===== config.mk =====
export PLATFORM = sky130hd
export DESIGN_NAME = instr_encoder
export DESIGN_NICKNAME = d
export VERILOG_FILES = /design/src/rtl/encoder_pkg.sv /design/src/rtl/enc_fifo2.sv /design/src/rtl/instr_encoder.sv
export SDC_FILE = /design/constraint.sdc
export NUM_CORES = 1
export LEC_CHECK = 0
export CORE_MARGIN = 3
export CORE_UTILIZATION = 44
export DETAILED_ROUTE_END_ITERATION = 10
export PLACE_DENSITY = 0.81
export SETUP_SLACK_MARGIN = 0.15
export SLEW_MARGIN = 10
export SYNTH_ARGS = -nofsm -noshare
export SYNTH_HDL_FRONTEND = slang
export SYNTH_SLANG_ARGS = --single-unit

===== constraint.sdc =====
create_clock -name clk -period 2.45 [get_ports clk]
set_clock_uncertainty 0.15 [all_clocks]
set_input_delay 0.3675 -clock clk [delete_from_list [all_inputs] [get_ports clk]]
set_output_delay 0.3675 -clock clk [all_outputs]
set_load 0.02 [all_outputs]

===== src/rtl/encoder_pkg.sv =====
// encoder_pkg: format codes, RV32I opcode constants and range helper for instr_encoder
package encoder_pkg;
  typedef enum logic [2:0] {
    FMT_I = 3'b000,
    FMT_S = 3'b010,
    FMT_B = 3'b011,
    FMT_U = 3'b100,
    FMT_J = 3'b101,
    FMT_R = 3'b110
  } fmt_e;
  localparam logic [6:0] OP_R     = 7'b0110011;
  localparam logic [6:0] OP_I     = 7'b0010011;
  localparam logic [6:0] OP_LOAD  = 7'b0000011;
  localparam logic [6:0] OP_S     = 7'b0100011;
  localparam logic [6:0] OP_B     = 7'b1100011;
  localparam logic [6:0] OP_LUI   = 7'b0110111;
  localparam logic [6:0] OP_AUIPC = 7'b0010111;
  localparam logic [6:0] OP_JAL   = 7'b1101111;
  localparam logic [31:0] NOP     = 32'h0000_0013;
  // True when v[31:lo] are all the same bit, i.e. v fits a signed field of width lo+1
  function automatic logic sext_ok(input logic [31:0] v, input int lo);
    logic [31:0] s;
    s = $signed(v) >>> lo;
    return (s == '0) || (s == '1);
  endfunction
endpackage


===== src/rtl/enc_fifo2.sv =====
// enc_fifo2: generic 2-entry FIFO; in_ready and out_valid depend only on registered occupancy
module enc_fifo2 #(
  parameter int W = 33
) (
  input  logic         clk,
  input  logic         rst,
  input  logic         in_valid,
  output logic         in_ready,
  input  logic [W-1:0] in_data,
  output logic         out_valid,
  input  logic         out_ready,
  output logic [W-1:0] out_data
);
  logic [W-1:0] r_mem [2];
  logic         r_wp;
  logic         r_rp;
  logic [1:0]   r_cnt;
  logic         w_push;
  logic         w_pop;
  assign in_ready  = ~r_cnt[1];
  assign out_valid = |r_cnt;
  assign out_data  = r_mem[r_rp];
  assign w_push    = in_valid & in_ready;
  assign w_pop     = out_valid & out_ready;
  // Storage, pointers and occupancy; reset clears the head so the output reads 0
  always_ff @(posedge clk or posedge rst) begin
    if (rst) begin
      r_mem[0] <= '0;
      r_mem[1] <= '0;
      r_wp     <= 1'b0;
      r_rp     <= 1'b0;
      r_cnt    <= 2'd0;
    end else begin
      if (w_push) r_mem[r_wp] <= in_data;
      r_wp  <= r_wp ^ w_push;
      r_rp  <= r_rp ^ w_pop;
      r_cnt <= r_cnt + {1'b0, w_push} - {1'b0, w_pop};
    end
  end
endmodule


===== src/rtl/instr_encoder.sv =====
// instr_encoder: packs RV32I fields into a word, buffered 2 deep; ENCODER_RANGE_CHECK_EN adds out_err
module instr_encoder
  import encoder_pkg::*;
(
  input  logic        clk,
  input  logic        rst,
  input  logic        in_valid,
  output logic        in_ready,
  input  logic [2:0]  in_fmt,
  input  logic [6:0]  in_op,
  input  logic [2:0]  in_funct3,
  input  logic [6:0]  in_funct7,
  input  logic [4:0]  in_rd,
  input  logic [4:0]  in_rs1,
  input  logic [4:0]  in_rs2,
  input  logic [31:0] in_imm,
  output logic        out_valid,
  input  logic        out_ready,
  output logic [31:0] out_instr,
  output logic        out_err,
  output logic [15:0] out_count
);
  logic        w_shift;
  logic [11:0] w_iimm;
  logic [31:0] w_word;
  logic [15:0] r_count;
  assign w_shift = (in_fmt == FMT_I) && (in_op == OP_I) && (in_funct3[1:0] == 2'b01);
  assign w_iimm  = w_shift ? {in_funct7, in_imm[4:0]} : in_imm[11:0];
  assign w_word  =
    (in_fmt == FMT_R) ? {in_funct7, in_rs2, in_rs1, in_funct3, in_rd, in_op} :
    (in_fmt == FMT_I) ? {w_iimm, in_rs1, in_funct3, in_rd, in_op} :
    (in_fmt == FMT_S) ? {in_imm[11:5], in_rs2, in_rs1, in_funct3, in_imm[4:0], in_op} :
    (in_fmt == FMT_B) ? {in_imm[12], in_imm[10:5], in_rs2, in_rs1, in_funct3, in_imm[4:1], in_imm[11], in_op} :
    (in_fmt == FMT_U) ? {in_imm[31:12], in_rd, in_op} :
    (in_fmt == FMT_J) ? {in_imm[20], in_imm[10:1], in_imm[11], in_imm[19:12], in_rd, in_op} :
    NOP;
`ifdef ENCODER_RANGE_CHECK_EN
  logic        w_err;
  logic [32:0] w_head;
  assign w_err =
    (in_fmt == FMT_I || in_fmt == FMT_S) ? (!w_shift && !sext_ok(in_imm, 11)) :
    (in_fmt == FMT_B) ? (!sext_ok(in_imm, 12) || in_imm[0]) :
    (in_fmt == FMT_J) ? (!sext_ok(in_imm, 20) || in_imm[0]) :
    (in_fmt == FMT_U) ? (|in_imm[11:0]) :
    (in_fmt == FMT_R) ? 1'b0 : 1'b1;
  enc_fifo2 #(.W(33)) u_fifo (
    .clk(clk), .rst(rst),
    .in_valid(in_valid), .in_ready(in_ready), .in_data({w_err, w_word}),
    .out_valid(out_valid), .out_ready(out_ready), .out_data(w_head)
  );
  assign out_err   = w_head[32];
  assign out_instr = w_head[31:0];
`else
  enc_fifo2 #(.W(32)) u_fifo (
    .clk(clk), .rst(rst),
    .in_valid(in_valid), .in_ready(in_ready), .in_data(w_word),
    .out_valid(out_valid), .out_ready(out_ready), .out_data(out_instr)
  );
  assign out_err = 1'b0;
`endif
  assign out_count = r_count;
  // Count words handed to the consumer; wraps naturally at 16 bits
  always_ff @(posedge clk or posedge rst) begin
    if (rst) r_count <= 16'd0;
    else if (out_valid && out_ready) r_count <= r_count + 16'd1;
  end
endmodule


==> metrics.cfg, run 1 <==
[pwr]
p_per_area_mw_per_mm2 = 1119
power_leakage_nw = 2.682
peakVddDrop_mv = 0.7585

[worst_setup_path]
arrival_ns = 1.71
criticalPathCategory = reg2out
endpoint_kind = output port
start_kind = flop
cp_max_fo = 23
worstPathRequired_ns = 1.93

[timing]
finalSetupTns_ns = 0
fin_crit_ns = 2.231
setup_viol = 0
slew_viol_final = 0
finalHoldViolCount = 0
timing.final.crit_share = 0.9108
fmax_ghz = 0.4481
grt_setup_unrepaired = false

[clock_tree]
cts_setup_buffers = 0
h-tree-depth = 3
clk_path_buf_depth = 2
postCtsResizedCells = 28
numCtsBuffers = 9
clock_latency_ns = 0.35
cts_sinks = 84
root_buffer = clkbuf_8
cts.clk_slew.worst_paths_ns = 0.08
postCtsHoldBufs = 0
cts_tree = built

[global_routing]
grt_pass1_vias = 3805
grt_pass1_wl_um = 18590
antenna_found_initial = 0
grt_max_degree = 85
grt_overflow = 0
grt.total_usage = 0.2051

[logic_synthesis]
ys_ff_latch = 84
synth_ff_type = dfrtp_1
synth.most_common_cell = dfrtp_1
syn_area_per_cell_um2 = 10.11
synthTopCellsByArea = dfrtp_1, mux2_2, a21oi_1, nor2_1, xnor2_1
syn_inst = 434
synth-edff-count = 0
synth_top_cell_area_share = 0.4789
yosysWarnings = 0
synth_nets = 510
synthesis.area_mm2 = 0.004389
yosysUniqueCellTypes = 43
yosys-top-cells-count = dfrtp_1, nor2_1, mux2_2
synth_top_area_cell = dfrtp_1
yosysSeqAreaShare = 0.4789
async_flop_share = 1.000

[status]
outcome = finished, final reports clean

[final_layout]
regArea_mm2 = 0.002102
drive_gt1_frac = 0.1592
antenna_cells = 0
stdcell_count = 688
multiInputGateArea_mm2 = 0.002074
final_core_util = 0.6403
syn_to_final_growth_pct = 38.00
fillerInstances = 792
nNetsFinal = 630

[placed_design]
dp.final_hpwl_um = 8488
port_buffers = 120
place_inst = 672
gp_congestion = 0.8421

[die]
die_area_mm2 = 0.01121
start_util = 0.4640
core_area_mm2 = 0.009459
die_x_um = 105.9
io_pins = 122
placementRows = 35
die_h_um = 105.9

[route]
wl_per_cell_um = 16.88
wl_um = 11610
ant_nets = 0
vias = 3794
firstDrtPassIters = 6
drc = 0
viasPerCell = 5.515
drtIter0Drc = 231

[worst_hold_path]
min_path_type = in2async

[flow_run]
drv_cap = 0

==> layer usage <==
metal,wire [um],track usage,part of all wire,vias up
li1,-,-,-,1764
met1,4726,0.2518,0.41,1873
met2,5802,0.3443,0.50,138
met3,875,0.06491,0.075,19
met4,208,0.06383,0.018,0
met5,0,0,0,-
==> cell families after synthesis <==
kind of cell    Yosys count  synth area share
simple gates            129            0.1431
compound gates           99            0.1571
flops                    84            0.4789
buf+inv                  50           0.04960
mux                      49            0.1223
xor+xnor                 17           0.03392
fa+ha+maj                 5           0.01425
other cells               1         0.0008544
==> state kept, by name, indices dropped and copies added (netlist names) <==
| signal | count |
|---|---|
| out_count | 16 |
| u_fifo.r_mem | 64 |
| u_fifo.r_wp | 1 |
| u_fifo.r_cnt | 2 |
| u_fifo.r_rp | 1 |
==> placed cells by master, fill, tap and decap left out, drive strengths merged, types with 6 or more instances in the layout <==
cell,instances
o211ai,6
o21ai,22
dfrtp,84
mux2i,12
a21oi,35
a22oi,13
mux2,37
nor2,46
nor2b,16
inv,17
nand3,17
nand2,29
clkdlybuf4s50,89
a221o,12
nand4,7
buf,21
clkbuf,11
xnor2,14
dlygate4sd2,27
==> cell type report <==
| cell class | count | share of cell area |
|---|---|---|
| sequential | 84 | 0.3470 |
| multi-input combinational | 300 | 0.3425 |
| timing repair buffer | 141 | 0.2293 |
| tap | 129 | 0.02665 |
| clock buffer | 11 | 0.02499 |
| clock inverter | 5 | 0.01776 |
| inverter | 18 | 0.01177 |
==> final timing paths <==
path,slack (ns),cells after the start,end,from
min in group clk,0.33,1,out_count[15],out_count[15]
max in group asynchronous,1.44,3,u_fifo.r_mem[0],rst
worst max register to register,0.51,4,u_fifo.r_mem[58],u_fifo.r_cnt[1]
worst max-delay path,0.22,3,out_instr[6],u_fifo.r_rp
worst min register to register,0.33,1,out_count[15],out_count[15]
worst min-delay path,0.31,3,u_fifo.r_mem[11],rst
==> worst max-delay path, stage by stage (launching register included) <==
cell	delay [ns]
dfrtp_1	0.42
buf_12	0.19
o21ai_0	0.14
clkdlybuf4s50_1	0.62
==> report_power, final <==
part	internal (W)	leakage [nW]	switching (W)
registers	0.00197	1.02	0.000342
logic	0.00153	1.53	0.00169
clock network	0.000737	0.130	0.000508
total	0.00424	2.68	0.00254
==> stage by stage <==
stage	instance area, um2	hold WS [ns]	setup slack [ns]	total power [W]
2_1_floorplan	4393	0.3216	0.5845	0.004309
3_3_place_gp	5818	0.3163	0.1564	0.005686
3_5_place_dp	5818	0.3168	0.06933	0.005807
4_1_cts	6047	0.3330	0.02998	0.006837
5_1_grt	6057	0.3742	0.1681	0.007202
6_report	6057	0.3087	0.2185	0.006779
Power figures use the tool's default switching activity.
==> inputs of run 2 (changes only) <==
SETUP_SLACK_MARGIN = 0.3   (was 0.15)
==> metrics.cfg, run 2 (synthesis results as in run 1) <==
[flow_run]
drv_cap = 0

[global_routing]
grt_overflow = 0
antenna_found_initial = 0
grt_max_degree = 85
grt_pass1_vias = 3804
grt.total_usage = 0.2062
grt_pass1_wl_um = 18690

[clock_tree]
root_buffer = clkbuf_8
cts_tree = built
postCtsHoldBufs = 0
cts_sinks = 84
clk_path_buf_depth = 2
clock_latency_ns = 0.35
numCtsBuffers = 9
h-tree-depth = 3
cts.clk_slew.worst_paths_ns = 0.08

[pwr]
total_power_w = 0.006831
peakVddDrop_mv = 0.7537
p_per_area_mw_per_mm2 = 1126
power_leakage_nw = 2.652

[final_layout]
syn_to_final_growth_pct = 38.20
multiInputGateArea_mm2 = 0.002074
layout.cells.most_common_list = clkdlybuf4s50_1, dfrtp_1, nor2_1, mux2_2, a21oi_1
nNetsFinal = 634
drive_gt1_frac = 0.1829
fillerInstances = 795
largest_reg_flops = 64
max_flop_register = u_fifo.r_mem
regArea_mm2 = 0.002102
antenna_cells = 0
layout_commonest_cell = clkdlybuf4s50_1

[timing]
timing.final.crit_share = 0.8741
final.setup.worst_slack_ns = 0.3084
setup_viol = 0
slew_viol_final = 0
fmax_ghz = 0.4669
fin_crit_ns = 2.142
grt_setup_unrepaired = true
finalHoldViolCount = 0
finalSetupTns_ns = 0

[worst_setup_path]
r2r_start = u_fifo.r_cnt[1]
cp_max_fo = 23
r2r_slack_ns = 0.52
worstPathRequired_ns = 1.93
start_kind = flop
reg2regPathDepth = 4
arrival_ns = 1.62
endpoint_kind = output port
criticalPathCategory = reg2out
rr_endpoint = u_fifo.r_mem[58]

[status]
outcome = finished, final reports clean

[route]
wl_um = 11550
wl_per_cell_um = 16.69
drtIter0Drc = 232
firstDrtPassIters = 5
ant_nets = 0
drc = 0
vias = 3779
viasPerCell = 5.461

[placed_design]
port_buffers = 120
dp.final_hpwl_um = 8488
pre_cts_ws_ns = 0.06933
gp_congestion = 0.8421

[die]
io_pins = 122
die_area_mm2 = 0.01121
die_x_um = 105.9
start_util = 0.4640
placementRows = 35
core_area_mm2 = 0.009459
die_h_um = 105.9

[worst_hold_path]
min_path_type = in2async

run 2: cell count changes in the layout (fill, tap and decap cells not counted), moves of 2 or more:
cell	previous run	this run
buf_4	16	19
dlymetal6s2s_1	4	0
buf_2	0	6
clkbuf_2	0	3
buf_12	4	6
dlygate4sd2_1	27	21
run 2: worst max path at each step:
stage,from,endpoint,slack [ns],cells past startpoint
3_5_place_dp,in_valid,u_fifo.r_mem[61],0.07,5
4_1_cts,u_fifo.r_rp,out_instr[29],0.15,5
5_1_grt,u_fifo.r_rp,out_instr[23],0.26,3
3_3_place_gp,in_funct3[1],u_fifo.r_mem[58],0.16,6
2_1_floorplan,u_fifo.r_cnt[1],u_fifo.r_mem[31],0.58,5
6_report,u_fifo.r_rp,out_instr[7],0.31,3
run 2: metrics by stage:
stage	instance area [um2]	util	hold WS [ns]	std cells
floorplan	4393	-	0.3216	434
detailed placement	5818	0.6151	0.3168	672
global placement	5818	0.6151	0.3163	672
global route	6066	0.6413	0.3764	692
CTS	6096	0.6444	0.3330	692
finish	6066	0.6413	0.3074	692
run 2: metal layers:
metal | GRT usage | vias to the layer above | wire length (um)
met5 | 0 | - | 0
met4 | 0.06383 | 0 | 197
met3 | 0.06491 | 18 | 898
met2 | 0.3461 | 136 | 5731
met1 | 0.2537 | 1851 | 4721
li1 | - | 1774 | -
run 2: repair_timing:
action,in CTS,in global routing
endpoints found under the setup margin,32,29
setup buffers,4,0
endpoints found under the hold margin,0,0
resized for setup,37,28
run 2: cell type report:
cell class	count	area share
flip-flops and latches	84	0.3465
clock inverters	5	0.01774
clock buffers	11	0.02496
multi-input cells	300	0.3420
repair buffers	145	0.2304
inverters	18	0.01176
well taps	129	0.02661
run 2: worst max-delay path: stages, from the launching register on:
cell and delay (ns):
dfrtp_1 0.40, buf_12 0.20, mux2_2 0.36, dlygate4sd2_1 0.32
run 2: power breakdown:
part | switching [W] | total [W] | internal (W)
combinational | 0.00171 | 0.00328 | 0.00157
clock | 0.000503 | 0.00124 | 0.000737
sequential | 0.000342 | 0.00231 | 0.00197
total | 0.00255 | 0.00683 | 0.00428
